===== src/rtl/apb_reg_pkg.sv =====
// Shared types and helpers for the APB register bank: FSM states, register
// kinds and the byte-strobe merge used by every register cell.
package apb_reg_pkg;

  localparam int unsigned MAX_DW   = 1024;
  localparam int unsigned MAX_STRB = MAX_DW / 8;

  typedef enum logic {
    IDLE,
    ACCESS
  } state_e;

  typedef enum logic [1:0] {
    REG_RW,
    REG_RO,
    REG_W1C
  } reg_type_e;

  // Read-only wins over write-1-to-clear when both mask bits are set.
  function automatic reg_type_e reg_type(input int unsigned i,
                                         input logic [63:0] ro_mask,
                                         input logic [63:0] w1c_mask);
    reg_type_e t;
    t = REG_RW;
    if (i < 64) begin
      if (ro_mask[i[5:0]]) t = REG_RO;
      else if (w1c_mask[i[5:0]]) t = REG_W1C;
    end
    return t;
  endfunction

  function automatic logic [MAX_DW-1:0] byte_merge(input logic [MAX_DW-1:0]   old_v,
                                                   input logic [MAX_DW-1:0]   new_v,
                                                   input logic [MAX_STRB-1:0] strb);
    logic [MAX_DW-1:0] res;
    res = old_v;
    for (int b = 0; b < MAX_STRB; b++) begin
      if (strb[b]) res[b*8 +: 8] = new_v[b*8 +: 8];
    end
    return res;
  endfunction

endpackage


===== src/rtl/apb_reg_cell.sv =====
// One bank register: RW byte-merge, RO held at zero (reads come from hardware),
// or W1C sticky bits where a hardware set beats a same-cycle software clear.
module apb_reg_cell
  import apb_reg_pkg::*;
#(
  parameter int unsigned DATA_WIDTH = 32,
  parameter reg_type_e   RTYPE      = REG_RW
) (
  input  logic                    pclk,
  input  logic                    preset_n,
  input  logic                    wr_en,
  input  logic [DATA_WIDTH-1:0]   wdata,
  input  logic [DATA_WIDTH/8-1:0] wstrb,
  input  logic [DATA_WIDTH-1:0]   hw_set,
  output logic [DATA_WIDTH-1:0]   q
);

  logic [DATA_WIDTH-1:0] q_d;
  logic [DATA_WIDTH-1:0] merged;
  logic [DATA_WIDTH-1:0] clr_bits;
  logic                  unused_in;

  // Some register kinds ignore some inputs.
  assign unused_in = ^{hw_set, wdata, wstrb, wr_en};

  always_comb begin
    merged   = DATA_WIDTH'(byte_merge(MAX_DW'(q), MAX_DW'(wdata), MAX_STRB'(wstrb)));
    clr_bits = wr_en ? DATA_WIDTH'(byte_merge('0, MAX_DW'(wdata), MAX_STRB'(wstrb))) : '0;
    q_d      = q;
    case (RTYPE)
      REG_RW:  if (wr_en) q_d = merged;
      REG_W1C: q_d = (q & ~clr_bits) | hw_set;
      default: q_d = '0;
    endcase
  end

  always_ff @(posedge pclk or negedge preset_n) begin
    if (!preset_n) q <= '0;
    else           q <= q_d;
  end

endmodule


===== src/rtl/apb_reg_bank.sv =====
// APB4 slave register bank: setup/access FSM with programmable wait states,
// address decode with pslverr, read mux and per-register write pulses.
module apb_reg_bank
  import apb_reg_pkg::*;
#(
  parameter int unsigned           ADDR_WIDTH  = 10,
  parameter int unsigned           DATA_WIDTH  = 32,
  parameter int unsigned           NUM_REGS    = 8,
  parameter logic [ADDR_WIDTH-1:0] BASE_ADDR   = ADDR_WIDTH'(10'h014),
  parameter int unsigned           WAIT_STATES = 0,
  parameter logic [63:0]           RO_MASK     = 64'h80,
  parameter logic [63:0]           W1C_MASK    = 64'h40
) (
  input  logic                           pclk,
  input  logic                           preset_n,
  input  logic                           psel,
  input  logic                           penable,
  input  logic                           pwrite,
  input  logic [ADDR_WIDTH-1:0]          paddr,
  input  logic [DATA_WIDTH-1:0]          pwdata,
  input  logic [DATA_WIDTH/8-1:0]        pstrb,
  output logic                           pready,
  output logic [DATA_WIDTH-1:0]          prdata,
  output logic                           pslverr,
  output logic [NUM_REGS*DATA_WIDTH-1:0] reg_q,
  output logic [NUM_REGS-1:0]            reg_wr_pulse,
  input  logic [NUM_REGS*DATA_WIDTH-1:0] hw_rdata,
  input  logic [NUM_REGS*DATA_WIDTH-1:0] hw_event
);

  localparam int unsigned STRB_W = DATA_WIDTH / 8;
  localparam int unsigned IDX_W  = (NUM_REGS > 1) ? $clog2(NUM_REGS) : 1;
  localparam int unsigned CNT_W  = 4;

  state_e                state_q, state_d;
  logic [CNT_W-1:0]      cnt_q, cnt_d;
  logic                  latch_en, commit;
  logic                  write_q, err_q;
  logic [IDX_W-1:0]      idx_q;
  logic [DATA_WIDTH-1:0] wdata_q;
  logic [STRB_W-1:0]     strb_q;
  logic                  pready_d, pslverr_d;
  logic [DATA_WIDTH-1:0] prdata_d;
  logic [NUM_REGS-1:0]   pulse_d;

  logic [ADDR_WIDTH-1:0] off, idx_full;
  logic [IDX_W-1:0]      idx_live, sel_idx;
  logic                  err_live, sel_err, sel_write;
  logic [DATA_WIDTH-1:0] rd_word;
  logic [NUM_REGS-1:0]   is_ro;
  logic [DATA_WIDTH-1:0] q_arr  [NUM_REGS];
  logic [DATA_WIDTH-1:0] hw_arr [NUM_REGS];

  for (genvar i = 0; i < NUM_REGS; i++) begin : g_reg
    localparam reg_type_e RT = reg_type(i, RO_MASK, W1C_MASK);

    assign is_ro[i]  = (RT == REG_RO);
    assign hw_arr[i] = hw_rdata[i*DATA_WIDTH +: DATA_WIDTH];
    assign reg_q[i*DATA_WIDTH +: DATA_WIDTH] = q_arr[i];

    apb_reg_cell #(
      .DATA_WIDTH (DATA_WIDTH),
      .RTYPE      (RT)
    ) u_cell (
      .pclk     (pclk),
      .preset_n (preset_n),
      .wr_en    (commit && (idx_q == IDX_W'(i))),
      .wdata    (wdata_q),
      .wstrb    (strb_q),
      .hw_set   (hw_event[i*DATA_WIDTH +: DATA_WIDTH]),
      .q        (q_arr[i])
    );
  end

  // Decode the live bus in setup, the latched transfer during access.
  always_comb begin
    off       = paddr - BASE_ADDR;
    idx_full  = off >> 2;
    idx_live  = IDX_W'(idx_full);
    err_live  = (paddr[1:0] != 2'b00) || (paddr < BASE_ADDR) ||
                (idx_full >= ADDR_WIDTH'(NUM_REGS)) || (pwrite && is_ro[idx_live]);
    sel_idx   = (state_q == IDLE) ? idx_live : idx_q;
    sel_err   = (state_q == IDLE) ? err_live : err_q;
    sel_write = (state_q == IDLE) ? pwrite   : write_q;
    rd_word   = is_ro[sel_idx] ? hw_arr[sel_idx] : q_arr[sel_idx];
  end

  // pready/pslverr/prdata are computed one cycle ahead so they leave flops.
  always_comb begin
    state_d   = state_q;
    cnt_d     = cnt_q;
    latch_en  = 1'b0;
    commit    = 1'b0;
    pready_d  = 1'b0;
    pslverr_d = 1'b0;
    prdata_d  = '0;
    pulse_d   = '0;
    case (state_q)
      IDLE: begin
        if (psel && !penable) begin
          latch_en = 1'b1;
          state_d  = ACCESS;
          cnt_d    = CNT_W'(WAIT_STATES);
          pready_d = (WAIT_STATES == 0);
        end
      end
      ACCESS: begin
        if (!psel) begin
          state_d = IDLE;
        end else if (pready) begin
          state_d = IDLE;
          commit  = write_q && !err_q;
        end else begin
          cnt_d    = cnt_q - 1'b1;
          pready_d = (cnt_q == CNT_W'(1));
        end
      end
      default: state_d = IDLE;
    endcase
    if (pready_d) begin
      pslverr_d = sel_err;
      prdata_d  = (sel_err || sel_write) ? '0 : rd_word;
    end
    if (commit) pulse_d[idx_q] = 1'b1;
  end

  always_ff @(posedge pclk or negedge preset_n) begin
    if (!preset_n) begin
      state_q      <= IDLE;
      cnt_q        <= '0;
      pready       <= 1'b0;
      pslverr      <= 1'b0;
      prdata       <= '0;
      reg_wr_pulse <= '0;
    end else begin
      state_q      <= state_d;
      cnt_q        <= cnt_d;
      pready       <= pready_d;
      pslverr      <= pslverr_d;
      prdata       <= prdata_d;
      reg_wr_pulse <= pulse_d;
    end
  end

  always_ff @(posedge pclk or negedge preset_n) begin
    if (!preset_n) begin
      write_q <= 1'b0;
      err_q   <= 1'b0;
      idx_q   <= '0;
      wdata_q <= '0;
      strb_q  <= '0;
    end else if (latch_en) begin
      write_q <= pwrite;
      err_q   <= err_live;
      idx_q   <= idx_live;
      wdata_q <= pwdata;
      strb_q  <= pstrb;
    end
  end

endmodule


===== config.mk =====
export PLATFORM = sky130hd
export DESIGN_NAME = apb_reg_bank
export DESIGN_NICKNAME = d
export VERILOG_FILES = /design/src/rtl/apb_reg_pkg.sv /design/src/rtl/apb_reg_cell.sv /design/src/rtl/apb_reg_bank.sv
export SDC_FILE = /design/constraint.sdc
export NUM_CORES = 1
export LEC_CHECK = 0
export ABC_AREA = 0
export CAP_MARGIN = 20
export CORE_AREA = 8 8 333 335
export DETAILED_ROUTE_END_ITERATION = 6
export DIE_AREA = 0 0 341 343
export GPL_TIMING_DRIVEN = 0
export SYNTH_ARGS = -nofsm -noshare
export SYNTH_HDL_FRONTEND = slang
export SYNTH_SLANG_ARGS = --single-unit

===== constraint.sdc =====
create_clock -name pclk -period 1.8 [get_ports pclk]
set_input_delay 0.36 -clock pclk [delete_from_list [all_inputs] [get_ports pclk]]
set_output_delay 0.36 -clock pclk [all_outputs]
set_load 0.1 [all_outputs]

* Word-level counts from Yosys, hierarchy flattened
Memory sizes are Yosys's and may differ from the RTL's.
Cells that the tools add are included.
** Word-level totals
- Output and inout bits :: 298
- ROM bits :: 16
- Memories kept :: 2
- Bits in registers :: 312
** Memory list
- (name not given) :: words 8, bits a word 1, read ports 1, clocked after memory_dff 0, wr ports 0, RTL line apb_reg_bank.sv:85 : rd_word = is_ro[sel_idx] ? hw_arr[sel_idx] : q_arr[sel_idx];
- (name not given) :: words 8, bits a word 1, read ports 1, clocked after memory_dff 0, wr ports 0, RTL line apb_reg_bank.sv:81 : (idx_full >= ADDR_WIDTH'(NUM_REGS)) || (pwrite && is_ro[idx_live]);
** Cells by class
- Reductions and logical operators :: 44
- $lt $le $gt $ge :: 7
- Muxes and demuxes :: 38
- Equality and inequality tests :: 10
- $add $sub $neg :: 2
- Bitwise logic cells :: 5
** Operators by type and width (number)
- 32-bit two-way mux :: 8
- 32-bit binary-select mux with 3-bit select :: 2
- 2-bit AND reduction :: 24
- 8-bit two-way mux :: 5
- 32-bit bitwise AND :: 1
- 32-bit inverter :: 1
- 32-bit OR :: 1
- 1-bit two-way mux :: 15
- 3-bit by 4-bit < comparator with 1-bit output (second input constant) :: 3
- 4-bit two-way mux :: 3
- 1-bit logical AND :: 11
- 10-bit by 5-bit < comparator with 1-bit output (second input constant) :: 1
- 10-bit by 5-bit subtractor with 10-bit output (second input constant) :: 1
- 3-bit equality test (second input constant) :: 3
- 8-bit by 4-bit greater-or-equal comparator with 1-bit output (second input constant) :: 1
- 4-bit case mux with 2 select lines :: 1
- 3-bit by 2-bit equality test with 1-bit output (second input constant) :: 2
- 4-bit by 1-bit equality test with 1-bit output (second input constant) :: 1
- 4-bit greater-or-equal comparator (second input constant) :: 1
- 1-bit logical OR :: 4
- 2-bit != test (second input constant) :: 2
- 3-bit inverter with 4-bit output :: 1
- 1-bit case mux with 2 select lines :: 2
- 4-bit by 1-bit subtractor with 4-bit output (second input constant) :: 1
- 10 further kinds :: 11

* Longest topological paths before layout
Gate-level depths: netlist of run 1.
- Depth in word-level cells :: 10
- Depth in mapped cells :: 9
- Gate-level depth less buffers :: 8

* Hierarchy
A second synthesis of run 1 with hierarchy kept.
** Unflattened totals
- Cell total of the unflattened synthesis :: 1092
- Area total of the unflattened synthesis :: 14088.5 µm²
** By module, submodules not included
- apb_reg_cell (g_reg[0].u_cell ...) :: area an instance 1186.1 µm², cells each 68, instances 6
- apb_reg_bank :: area an instance 5470.2 µm², cells each 548, instances 1
- apb_reg_cell (g_reg[6].u_cell) :: area an instance 1257.5 µm², cells each 103, instances 1
- apb_reg_cell (g_reg[7].u_cell) :: area an instance 244.0 µm², cells each 33, instances 1

* Worst setup path after synthesis of run 1
Ideal clock, no wire load.
- Kind :: register to register
- Start :: register pready
- End :: register g_reg[0].u_cell.q[15]
- Slack :: -0.734 ns
- Required time :: 1.672 ns
- Buffers on the path :: 1
- Library setup time :: 0.128 ns
- Period minus slack after synthesis :: 2.534 ns
- Arrival time :: 2.405 ns
- Cell stages (with the launch flop) :: 7
- Cells stage by stage :: dfrtp_1 inv_1 or3_1 buf_2 nor3_4 nand2_4 mux2_1
** Between the ends
- Word-level cells in the longest chain between the ends :: 5
** RTL lines
- start, declared :: RTL line apb_reg_bank.sv:22 : output logic pready,
- start signal, assigned :: RTL line apb_reg_bank.sv:138 : pready <= pready_d;
- 1-bit two-way mux :: RTL line apb_reg_bank.sv:110 : end else if (pready) begin
- 1-bit two-way mux :: RTL line apb_reg_bank.sv:108 : if (!psel) begin
- 1-bit two-way mux :: RTL line apb_reg_bank.sv:98 : case (state_q)
- 1-bit logical AND :: RTL line apb_reg_bank.sv:67 : .wr_en (commit && (idx_q == IDX_W'(i))),
- 2-bit AND reduction (no line)
- end signal, assigned :: RTL line apb_reg_cell.sv:39 : else q <= q_d;
- end, declared :: RTL line apb_reg_cell.sv:15 : output logic [DATA_WIDTH-1:0] q
No other way between the ends.
A chain may end at the register's enable or synchronous reset.

* Final worst setup path of run 1
- Start :: register err_q
- End :: register g_reg[1].u_cell.q[9]
** Between the ends
- Word-level cells in the longest chain between the ends :: 7
** RTL lines
- start, declared :: RTL line apb_reg_bank.sv:38 : logic write_q, err_q;
- start signal, assigned :: RTL line apb_reg_bank.sv:154 : err_q <= err_live;
- 1-bit logical NOT :: RTL line apb_reg_bank.sv:112 : commit = write_q && !err_q;
- 1-bit logical AND :: RTL line apb_reg_bank.sv:112
- 1-bit two-way mux :: RTL line apb_reg_bank.sv:110
- 1-bit two-way mux :: RTL line apb_reg_bank.sv:108
- 1-bit two-way mux :: RTL line apb_reg_bank.sv:98
- 1-bit logical AND :: RTL line apb_reg_bank.sv:67
- 2-bit AND reduction (no line)
- end signal, assigned :: RTL line apb_reg_cell.sv:39
- end, declared :: RTL line apb_reg_cell.sv:15
No other way between the ends.

==> metrics.yaml, run 1 <==
clock_tree:
  path_clk_slew_ns: 0.06
  cts_sinks: 312
  cts_tree: "built"
  clockRootBuffer: "clkbuf_16"
  htree_levels: 2
  clk_latency_ns: 0.59
  numCtsBuffers: 41
  cts_buffer_depth: 3
synthesis:
  synth_async_sr_flop_share_pct: 100
  ys.flop_type: "dfrtp_1"
  ys_ff_latch: 312
  synth_area_per_cell_um2: 12.7
  netlist_area_um2: 13800
  yosysWarningCount: 0
  ys_seq_area_share_pct: 56.6
  ys_types: 38
  synth_edf_count: 0
  synthCells: 1088
route:
  avgRoutedWirePerCell_um: 24.7
  wl_um: 75800
  antenna_left: 0
  vias: 11039
  viasPerCell: 3.60
  firstDrtPassIters: 4
  dr.first_iter.drc_count: 461
  drc: 0
timing:
  slew_headroom_pct: 30.3
  clock.fmax_mhz: 455
  setup_violations: 260
  layout_setup_ws_ns: -0.400
  hold_viol_final: 54
  max_slew.worst_pin.slew_ns: 1.05
  finalHoldWorstSlack_ns: -0.327
  slew_violations: 0
  fin_skew_ns: 0.0304
  rsz0062_at_grt: "true"
  fin_crit_ns: 2.20
  fin_crit_sh_pct: 122
worst_setup_path:
  cpPeakStageDelay_ns: 0.39
  reg2reg_to: "g_reg[1].u_cell.q[9]"
  startpoint_type: "flip-flop"
  crit_type: "reg -> reg"
  crit_end: "g_reg[1].u_cell.q[9]"
  cp_num_cells: 7
  worstReg2RegStart: "err_q"
  cp_max_fo: 8
  rr_worst_depth: 7
  r2r_slack_ns: -0.40
  crit_family: "simple AND/OR/NAND/NOR gates"
  critPathBufInv: 2
  cpMaxStageDelayCell: "dfrtp_1"
  crit_start: "err_q"
  cp_data_arrival_time_ns: 2.67
  cp_cell_sequence: "nand4b_1 -> or3_1 -> buf_6 -> nor2_4 -> buf_12 -> nand2_2 -> mux2_2"
  worst_setup_path_end_kind: "flip-flop"
  worst_ep_required_time_ns: 2.27
pwr:
  total_power_mw: 21.9
  switching_power_mw: 7.25
  switching_share_pct: 33.1
  p_int_mw: 14.6
  power_frac_seq_pct: 36.1
  pwr_density_cell_nw_per_um2: 921
  ir_drop_mv: 0.719
  clkPwrFrac_pct: 39.6
  leakage_nw: 11.1
  pwr-share-comb_pct: 24.2
place:
  port_buffers: 380
  gp_congestion: 0.795
  dpl.hpwl_um: 55500
  dp.cells: 2938
final_layout:
  syn_to_final_growth_pct: 72.2
  final_cell_mix: "dfrtp_1, mux2_2, clkbuf_4"
  nNetsFinal: 2198
  final_common_cell: "dfrtp_1"
  instances_no_fill: 3068
  drive_gt1_share_pct: 59.2
floorplan:
  row_count: 120
  fp.dieH_um: 343
  start_util_pct: 13.0
  core_area_um2: 106000
  fp.dieArea_um2: 117000
  die_x_um: 341
  ios: 861
min_path:
  hp-class: "in -> async"
grt:
  grt_pass1_vias: 11948
  grt_max_degree: 102
  grt_pass1_wl_um: 102000
  gr-total-overflow: 0
  track_usage_pct: 12.5
  antenna_found_initial: 11
run_status:
  outcome: "finished, violations left"
  violations: "hold timing, setup timing"
run:
  cap_violations: 0
==> synthesized netlist by cell type, drive strengths merged (3+ instances only) <==
cell	n	share of area (%)
and2	4	0.18
buf	46	2.2
mux2i	3	0.22
a21o	32	1.7
ha	4	0.36
dfrtp	312	57
inv	9	0.24
or3	3	0.14
o21ai	6	0.22
clkbuf	35	0.95
nor3	34	1.4
nor2	10	0.33
nor2b	3	0.14
o22ai	65	2.9
mux2	320	26
nand2	178	5.1
nor4	3	0.14
a21oi	4	0.15
==> cell type report <==
cell class	instances	area (um^2)
Buffer	67	768
Antenna cell	4	10.0
Clock buffer	54	1120
Timing Repair Buffer	483	4750
Inverter	9	33.8
Sequential cell	312	7820
Fill cell	11337	82100
Tap cell	1403	1760
Multi-Input combinational cell	717	7220
Clock inverter	19	284
==> worst reg2reg max path: cells and delay by family (launching register included) <==
family                 cells  cell delay, ns
DFF                        1            0.39
buffers and inverters      2            0.33
and+or+nand+nor            4            0.97
muxes                      1            0.38
==> power by group through the flow <==
stage	combinational, mW	clock, mW	sequential, mW
floorplan	1.80	0	8.25
global placement	3.78	0	7.94
detailed placement	3.87	0	7.94
CTS	5.36	8.96	7.87
global route	5.60	9.22	7.97
finish	5.30	8.67	7.91
==> sequential cells by signal (all words and copies together) (netlist names) <==
register and count:
strb_q 4, idx_q 3, pready 1, g.u_cell.q 224, reg_wr_pulse 8, wdata_q 32
err_q 1, cnt_q 4, state_q 1, write_q 1, prdata 32, pslverr 1
==> stage by stage <==
step	worst slack, ns	util, %	setup TNS [ns]	area (um^2)
2_1_floorplan	-0.274	-	-29.69	14200
3_3_place_gp	-17.07	18.6	-5085.72	19700
3_5_place_dp	-2.33	19.3	-466.15	20500
4_1_cts	-0.426	22.7	-143.68	24100
5_1_grt	-0.475	22.4	-89.61	23800
6_report	-0.400	22.5	-71.87	23800
==> layer usage <==
metal / GRT usage [%] / wire length, um / share of wire [%]
met2: 18.3 / 32200 / 42
met4: 3.28 / 1910 / 2.5
met5: 0 / 34 / 0.045
met3: 6.10 / 8110 / 11
met1: 16.2 / 33500 / 44
==> worst min path at each step <==
stage	endpoint	slack, ns
2_1_floorplan	cnt_q[0]	0.06
3_3_place_gp	err_q	0.47
3_5_place_dp	prdata[22]	0.31
4_1_cts	prdata[22]	-0.34
5_1_grt	prdata[22]	-0.32
6_report	prdata[22]	-0.33
==> logic make-up (layout without fill, tap and decap cells) <==
family,Yosys count,in the layout,share of synthesized area (%)
XOR/XNOR,2,2,0.127
adder cells (fa/ha/maj),4,4,0.363
buffers and inverters,90,632,3.45
AND/OR/NAND/NOR,244,244,7.77
AO/OA/AOI/OAI,112,112,5.37
other,1,36,0.0272
flip-flops,312,312,56.6
multiplexers,323,323,26.3
==> timing repair <==
action	in CTS	in global routing
endpoints found under the hold margin	54	54
buffers inserted	55	11
endpoints found under the setup margin	573	529
pin swaps	81	56
cloned	13	1
gates resized for setup	969	754
No activity file was read; power rests on OpenSTA's default activity.
==> run 2, diff against run 1 <==
--- a/config.mk
+++ b/config.mk
@@ -10,6 +10,7 @@
 export CORE_AREA = 8 8 333 335
 export DETAILED_ROUTE_END_ITERATION = 6
 export DIE_AREA = 0 0 341 343
+export GPL_ROUTABILITY_DRIVEN = 0
 export GPL_TIMING_DRIVEN = 0
 export SYNTH_ARGS = -nofsm -noshare
 export SYNTH_HDL_FRONTEND = slang
==> results of run 2 <==
The final DEF is identical to that of run 1; final timing and power are the same.
